**src/rtl/vip_frame_sequencer.sv**
```systemverilog
// Framed video source: drains a show-ahead pixel FIFO into a valid/ready stream
// with sop/eol/eop markers, sequencing a configured number of frames.
module vip_frame_sequencer #(
  parameter int unsigned DWIDTH = 24,
  parameter int unsigned DIM_W  = 11,
  parameter int unsigned FRM_W  = 11
) (
  input  logic              clock,
  input  logic              reset_n,
  input  logic [DIM_W-1:0]  cfg_width,
  input  logic [DIM_W-1:0]  cfg_height,
  input  logic [FRM_W-1:0]  cfg_num_frame,
  input  logic              cfg_start,
  input  logic              abort,
  input  logic              fifo_empty,
  input  logic [DWIDTH-1:0] fifo_q,
  output logic              fifo_rdreq,
  output logic              out_valid,
  input  logic              out_ready,
  output logic [DWIDTH-1:0] out_data,
  output logic              out_sop,
  output logic              out_eol,
  output logic              out_eop,
  output logic              busy,
  output logic              done,
  output logic              cfg_err,
  output logic [FRM_W-1:0]  frame_count,
  output logic [15:0]       stall_count
);

  localparam int unsigned STALL_W = 16;

  typedef enum logic [1:0] {IDLE, STREAM, DRAIN} state_t;

  state_t             state, state_d;
  logic [DIM_W-1:0]   w_m1, h_m1, x, y;
  logic [FRM_W-1:0]   n_frm;
  logic               can_load, last_x, last_y, last_frame;
  logic               pop, stall, start_ok, start_err, drain_fin;

  assign can_load   = !out_valid || out_ready;
  assign last_x     = (x == w_m1);
  assign last_y     = (y == h_m1);
  assign last_frame = (n_frm != '0) && (FRM_W'(frame_count + FRM_W'(1)) == n_frm);
  assign fifo_rdreq = pop;

  // State register
  always_ff @(posedge clock or negedge reset_n) begin
    if (!reset_n) state <= IDLE;
    else          state <= state_d;
  end

  // Next state and per-cycle strobes; abort overrides every state
  always_comb begin
    state_d   = state;
    pop       = 1'b0;
    stall     = 1'b0;
    start_ok  = 1'b0;
    start_err = 1'b0;
    drain_fin = 1'b0;
    if (abort) begin
      state_d = IDLE;
    end else begin
      case (state)
        IDLE: begin
          if (cfg_start) begin
            if (cfg_width == '0 || cfg_height == '0) begin
              start_err = 1'b1;
            end else begin
              start_ok = 1'b1;
              state_d  = STREAM;
            end
          end
        end
        STREAM: begin
          if (can_load) begin
            if (!fifo_empty) begin
              pop = 1'b1;
              if (last_x && last_y && last_frame) state_d = DRAIN;
            end else begin
              stall = 1'b1;
            end
          end
        end
        DRAIN: begin
          if (can_load) begin
            drain_fin = 1'b1;
            state_d   = IDLE;
          end
        end
        default: state_d = IDLE;
      endcase
    end
  end

  // Output register, position counters and status
  always_ff @(posedge clock or negedge reset_n) begin
    if (!reset_n) begin
      out_valid   <= 1'b0;
      out_data    <= '0;
      out_sop     <= 1'b0;
      out_eol     <= 1'b0;
      out_eop     <= 1'b0;
      busy        <= 1'b0;
      done        <= 1'b0;
      cfg_err     <= 1'b0;
      frame_count <= '0;
      stall_count <= '0;
      w_m1        <= '0;
      h_m1        <= '0;
      n_frm       <= '0;
      x           <= '0;
      y           <= '0;
    end else begin
      busy    <= (state_d != IDLE);
      done    <= drain_fin;
      cfg_err <= start_err;

      if (abort) begin
        out_valid <= 1'b0;
      end else if (pop) begin
        out_valid <= 1'b1;
        out_data  <= fifo_q;
        out_sop   <= (x == '0) && (y == '0);
        out_eol   <= last_x;
        out_eop   <= last_x && last_y;
      end else if (stall || drain_fin) begin
        out_valid <= 1'b0;
      end

      if (start_ok) begin
        w_m1        <= DIM_W'(cfg_width - DIM_W'(1));
        h_m1        <= DIM_W'(cfg_height - DIM_W'(1));
        n_frm       <= cfg_num_frame;
        x           <= '0;
        y           <= '0;
        frame_count <= '0;
        stall_count <= '0;
      end

      if (pop) begin
        if (last_x) begin
          x <= '0;
          if (last_y) begin
            y           <= '0;
            frame_count <= FRM_W'(frame_count + FRM_W'(1));
          end else begin
            y <= DIM_W'(y + DIM_W'(1));
          end
        end else begin
          x <= DIM_W'(x + DIM_W'(1));
        end
      end

      if (stall && stall_count != {STALL_W{1'b1}})
        stall_count <= STALL_W'(stall_count + STALL_W'(1));
    end
  end

endmodule

```
**config.mk**
```make
export PLATFORM = sky130hd
export DESIGN_NAME = vip_frame_sequencer
export DESIGN_NICKNAME = d
export VERILOG_FILES = /design/src/rtl/vip_frame_sequencer.sv
export SDC_FILE = /design/constraint.sdc
export NUM_CORES = 1
export LEC_CHECK = 0
export CORE_ASPECT_RATIO = 0.75
export CORE_MARGIN = 1.5
export CORE_UTILIZATION = 35
export CTS_BUF_LIST = sky130_fd_sc_hd__clkbuf_16
export DETAILED_ROUTE_END_ITERATION = 10
export GPL_TIMING_DRIVEN = 0
export PLACE_DENSITY = 0.58
export SYNTH_ARGS = -nofsm -noshare
export SYNTH_HDL_FRONTEND = slang
export SYNTH_SLANG_ARGS = --single-unit
```
**constraint.sdc**
```tcl
create_clock -name clock -period 2.45 [get_ports clock]
set_input_delay 0.245 -clock clock [delete_from_list [all_inputs] [get_ports clock]]
set_output_delay 0.245 -clock clock [all_outputs]
set_load 0.01 [all_outputs]
```
## Word-level counts from Yosys, hierarchy flattened

Cells that the tools add are included.

| operators by class | value |
|---|---|
| add/subtract/negate cells | 6 |
| equal/unequal tests | 6 |
| mux-type cells | 43 |
| bitwise gates (word level) | 1 |
| reduce and logical (&&, ||, !) cells | 20 |

Operators with widths:

| operator | number |
|---|---|
| $mux W11 | 11 |
| $logic_not A11 Y1 | 4 |
| $add A11 B1 Y11 const B | 3 |
| $eq A11 B11 Y1 | 3 |
| $mux W16 | 2 |
| $mux W1 | 22 |
| $sub A11 B1 Y11 const B | 2 |
| $add A16 B1 Y16 const B | 1 |
| $ne A16 B16 Y1 const B | 1 |
| $mux W2 | 7 |
| $reduce_bool A11 Y1 | 1 |
| $pmux W2 S3 | 1 |
| $reduce_bool A2 Y1 | 3 |
| $logic_and A1 B1 Y1 | 5 |
| $logic_or A1 B1 Y1 | 3 |
| $reduce_bool A3 Y1 | 1 |
| $eq A2 B1 Y1 const B | 1 |
| $eq A2 B2 Y1 const B | 1 |
| $logic_not A2 Y1 | 1 |
| $reduce_and A2 Y1 | 1 |
| $logic_not A1 Y1 | 1 |
| $not A1 Y1 | 1 |

| storage, ports and cells | value |
|---|---|
| register bits | 115 |
| input port bits | 63 |
| output and inout port bits | 59 |
| logic and storage cells | 92 |

## Depth between registers and ports, before layout

| depth | value |
|---|---|
| depth in word-level cells | 10 |
| depth in mapped cells | 10 |
| mapped depth without buffers | 8 |

## Worst setup path after synthesis

Ideal clock, no wire load.

| timing | value |
|---|---|
| kind | register to register |
| start | register frame_count[0] |
| end | register state[0] |
| setup time | 0.118 ns |
| arrival time | 2.014 ns |
| required time | 2.332 ns |
| slack | 0.318 ns |
| cell stages (with the launch flop) | 8 |
| buffers on the path | 0 |
| clock period less this slack | 2.132 ns |
| cells stage by stage | dfrtp_1 ha_1 xor2_1 or4_1 a211oi_1 and4_1 nand4_1 a21o_1 |

| on the way | value |
|---|---|
| cells in the longest elaborated chain, start to end | 9 |

RTL lines:

| what | line | text |
|---|---|---|
| start, declared | 27 | `output logic [FRM_W-1:0] frame_count,` |
| start signal, assigned | 146 | `frame_count <= FRM_W'(frame_count + FRM_W'(1));` |
| $add A11 B1 Y11 | 44 | `assign last_frame = (n_frm != '0) && (FRM_W'(frame_count + FRM_W'(1)) == n_frm);` |
| $eq A11 B11 Y1 | 44 |  |
| $logic_and A1 B1 Y1 | 44 |  |
| $logic_and A1 B1 Y1 | 79 | `if (last_x && last_y && last_frame) state_d = DRAIN;` |
| $mux W2 | 79 |  |
| $mux W2 | 77 | `if (!fifo_empty) begin` |
| $mux W2 | 76 | `if (can_load) begin` |
| $pmux W2 S3 | 64 | `case (state)` |
| $mux W2 | 61 | `if (abort) begin` |
| named net state_d[0] | 35 | `state_t state, state_d;` |
| end signal, assigned | 50 | `else state <= state_d;` |
| end, declared | 35 |  |

The timed path passes the listed nets, and every way through them passes these cells.
A chain may end at the register's enable or synchronous reset.

## Worst setup path after layout

Same ends and word-level chain as after synthesis.

==> key figures <==
Synth
  • Cell types with the largest area share after synthesis: dfrtp_1, nand2_1, xnor2_1
  • Sequential-to-total area share from yosys stat: roughly 47%
  • Cell Area, Synth: 6100 sq um
  • Cells after synthesis: between 600 and 700
  • Cell taking the most area after synthesis: dfrtp_1
  • Count of state elements after synthesis: about 120
  • Main combinational cell family by area after synthesis: simple AND/OR/NAND/NOR gates
  • Number of enable flip-flop cells after synthesis: 0
  • Adder-cell share of the synthesized area: around 1.6%
  • Synth warn: 0
  • Synthesized Nets: about 750
  • Post-synth top flop: dfrtp_1
  • Async SR Flop Fraction: between 90% and 100%
  • Average instance area after synthesis: between 9 and 10 sq um
  • Cell types with the highest counts after synthesis: nand2_1, dfrtp_1, o21ai_0, xnor2_1, nor2_1
  • Leading cell type by number of instances after synthesis: nand2_1
  • Post-synthesis compound-gate area fraction: around 13%
  • Multiplexer share of the synthesized area: between 1 and 1.5%
  • Post-synthesis xor/xnor area fraction: ~7.8%
  • Area fraction in and, or, nand and nor cells after synthesis: between 20% and 30%
  • Cell variety after synth: between 50 and 60
  • Share of Yosys cell area claimed by the top area cell type: ~47%

Worst setup path
  • Required time of the worst setup path: around 2.8 ns
  • Category of the worst setup path launch point: flip-flop
  • R2R setup slack: 0.12 ns
  • Critical path start-end classification: flip-flop to flip-flop
  • Arrival time of data at the critical path endpoint: between 2 and 3 ns
  • Max FO, Critical Path: 10
  • Sort of element at the end of the critical path: flip-flop

GRT
  • Pin count of the biggest net entering global routing: 73
  • Number of global-route vias before repair: 5500
  • Initial antenna violation count: 0
  • Remaining global-route overflow: 0
  • Tot GR Track Use: ~19%
  • First-pass GRT wire length: 27500 um

Timing
  • Unrepaired setup endpoints after global routing: no
  • Final worst path period need: around 2.3 ns
  • Measured slew at the worst slew-check pin: approximately 0.54 ns
  • F_max: approximately 430 MHz
  • Final setup vio count: 0
  • Max Clock Skew: 0.00876 ns
  • Final Slew Violations: 0
  • Tightest slew margin relative to the limit: between 60% and 70%
  • Final Hold Fails: 0
  • Period utilisation layout: a little over nine tenths
  • Hold_ws: between 0.3 and 0.4 ns

Cells and area
  • Number of inserted diodes: 0
  • Area growth syn-to-layout: 36.4%
  • Final core utilization: between 40% and 50%
  • Final net count: between 800 and 900
  • Fraction of final layout cells sized beyond drive strength 1: roughly 10%

Floorplan
  • Die Area: 18200 sq um
  • Core footprint: between 15000 and 20000 sq um
  • Top-level I/O count: approximately 120
  • Y dimension of the die: around 120 um
  • Cell row count: 41
  • Starting density of the core: between 30% and 40%
  • Die X: ~160 um

Flow run
  • Number of max-capacitance violations reported: 0

Power and ir drop
  • Pleak: about 3.7 nW
  • NetSw: 0.00156 W
  • Clock network fraction of design power: 41.5%
  • Sequential power share: between 40% and 50%
  • Peak ir drop on the vdd network: between 0.4 and 0.5 mV
  • Pwr dens: ~700 nW/um^2
  • Power share of the combinational group: 18.5%
  • Sw frac: about a quarter
  • Cell internal power dissipation: between 0.004 and 0.005 W

Clocking
  • Clock transition time at the flip-flop clock pins of the worst setup and hold paths: about 0.060 ns
  • TritonCTS clock tree: done
  • Sink Count: roughly 120
  • Number of buffers on the longest clock path: 2
  • # H-tree levels: 4
  • Root cell of the clock tree: clkbuf_16
  • Clk_lat worst skew: roughly 0.42 ns
  • Number of CTS-inserted buffers: 17

Place
  • Buffers added on ports: 121
  • RePlAce Congestion: between 0.7 and 0.8
  • Dpl hpwl: roughly 12000 um

Route
  • Drt first-iter violations: 291
  • Highest layer used for signal routing: met4
  • WL met1: around 8000 um
  • Total Routed Length: around 16000 um
  • DRC errors left: 0
  • Detail-routed net length per standard cell: ~16 um
  • Metal2 WL: just over 7000 um
  • Detailed-route vias per instance: 5.14
  • Routed length on met3: 859 um
  • Iteration count of the initial detailed-routing pass: 5
  • Via count: approximately 5400
  • Residual antenna-violating net count after detailed routing: 0

Outcome
  • Result of the run: finished, final reports clean

Min path
  • HP Class: input pin to async pin
state kept, by name, summed over array words and instances (netlist names), 2 cells and up:
name / flops
out_data: 24
stall_count: 16
frame_count: 11
h_m1: 11
n_frm: 11
w_m1: 11
x: 11
y: 11
state: 2
worst max-delay path: stages (launching register included):
cell      delay (ns)
dfrtp_1         0.44
nand3_1         0.16
buf_2           0.21
o21a_1          0.21
or4b_2          0.63
o211ai_1        0.20
nand4_1         0.15
a21o_1          0.20
area by class of cell:
class / count / area (sq um)
Timing Repair Buffer: 130 / 1300
Clock inverter: 15 / 149
Sequential cell: 115 / 2880
Tap cell: 215 / 269
Buffer: 28 / 156
Inverter: 17 / 68.8
Clock buffer: 17 / 425
Fill cell: 1589 / 8610
Multi-Input combinational cell: 515 / 3070
per-layer routing:
metal | track usage (%) | vias to the layer above
li1 | - | 2651
met1 | 25.9 | 2570
met2 | 30.4 | 163
met3 | 4.90 | 19
met4 | 6.54 | 0
met5 | 0 | -
power groups by stage:
stage	registers [W]	clock network (W)	logic, W
finish	0.00234	0.00243	0.00108
global route	0.00237	0.00257	0.00120
CTS	0.00234	0.00248	0.00108
detailed placement	0.00237	0	0.00106
global placement	0.00236	0	0.00103
floorplan	0.00239	0	0.000457
cells by family after synthesis:
| kind of cell | after synthesis |
|---|---|
| AND/OR/NAND/NOR | 320 |
| AO/OA/AOI/OAI | 127 |
| flip-flops | 115 |
| XOR/XNOR | 54 |
| buffers and inverters | 47 |
| adder cells (fa/ha/maj) | 8 |
| multiplexers | 6 |
worst paths after layout:
kind,from,to,cells after the start
max in group asynchronous,reset_n,out_data[3],3
worst max-delay path,frame_count[0],state[0],7
worst min register to register,out_eol,out_eol,2
worst max register to register,frame_count[0],state[0],7
min in group clock,cfg_num_frame[8],n_frm[8],3
worst min-delay path,reset_n,stall_count[0],2
layout by cell type (no fill, tap or decap), types with 3 or more instances in the layout:
master	count
nand2_1	161
clkdlybuf4s50_1	119
dfrtp_1	114
o21ai_0	51
xnor2_1	39
nor2_1	31
and3_1	25
nand3_1	20
inv_1	17
clkbuf_16	17
xor2_1	15
buf_2	14
o21ai_1	13
a31oi_1	10
o31ai_1	10
nand4_1	9
nor4_1	9
nand2b_1	9
clkbuf_1	8
a21o_1	8
nor2b_1	8
ha_1	8
nor3_1	7
a21oi_1	7
buf_4	7
or3_1	6
o22ai_1	6
nor3b_1	5
a221o_1	4
mux2_2	4
a22o_1	4
nor4b_1	4
clkinv_2	4
clkinv_1	4
bufinv_16	3
through the flow:
step | cell area (sq um) | setup slack [ns] | total power, W | std cells | setup TNS [ns]
floorplan | 6100 | 0.318 | 0.00285 | 677 | 0
global placement | 7580 | -3.39 | 0.00339 | 1013 | -403.89
detailed placement | 7600 | -0.907 | 0.00343 | 1014 | -18.96
CTS | 8250 | 0.00405 | 0.00590 | 1048 | 0
global route | 8320 | 0.00178 | 0.00615 | 1052 | 0
finish | 8320 | 0.122 | 0.00585 | 1052 | 0
timing repair:
| item | CTS | global route |
|---|---|---|
| setup endpoints to repair | 29 | 34 |
| hold endpoints to repair | 43 | 0 |
| setup buffers | 1 | 6 |
| gates resized for setup | 16 | 12 |
| pin swaps | 3 | 1 |
| hold buffers | 1 | 0 |
(Power assumes the default switching activity.)
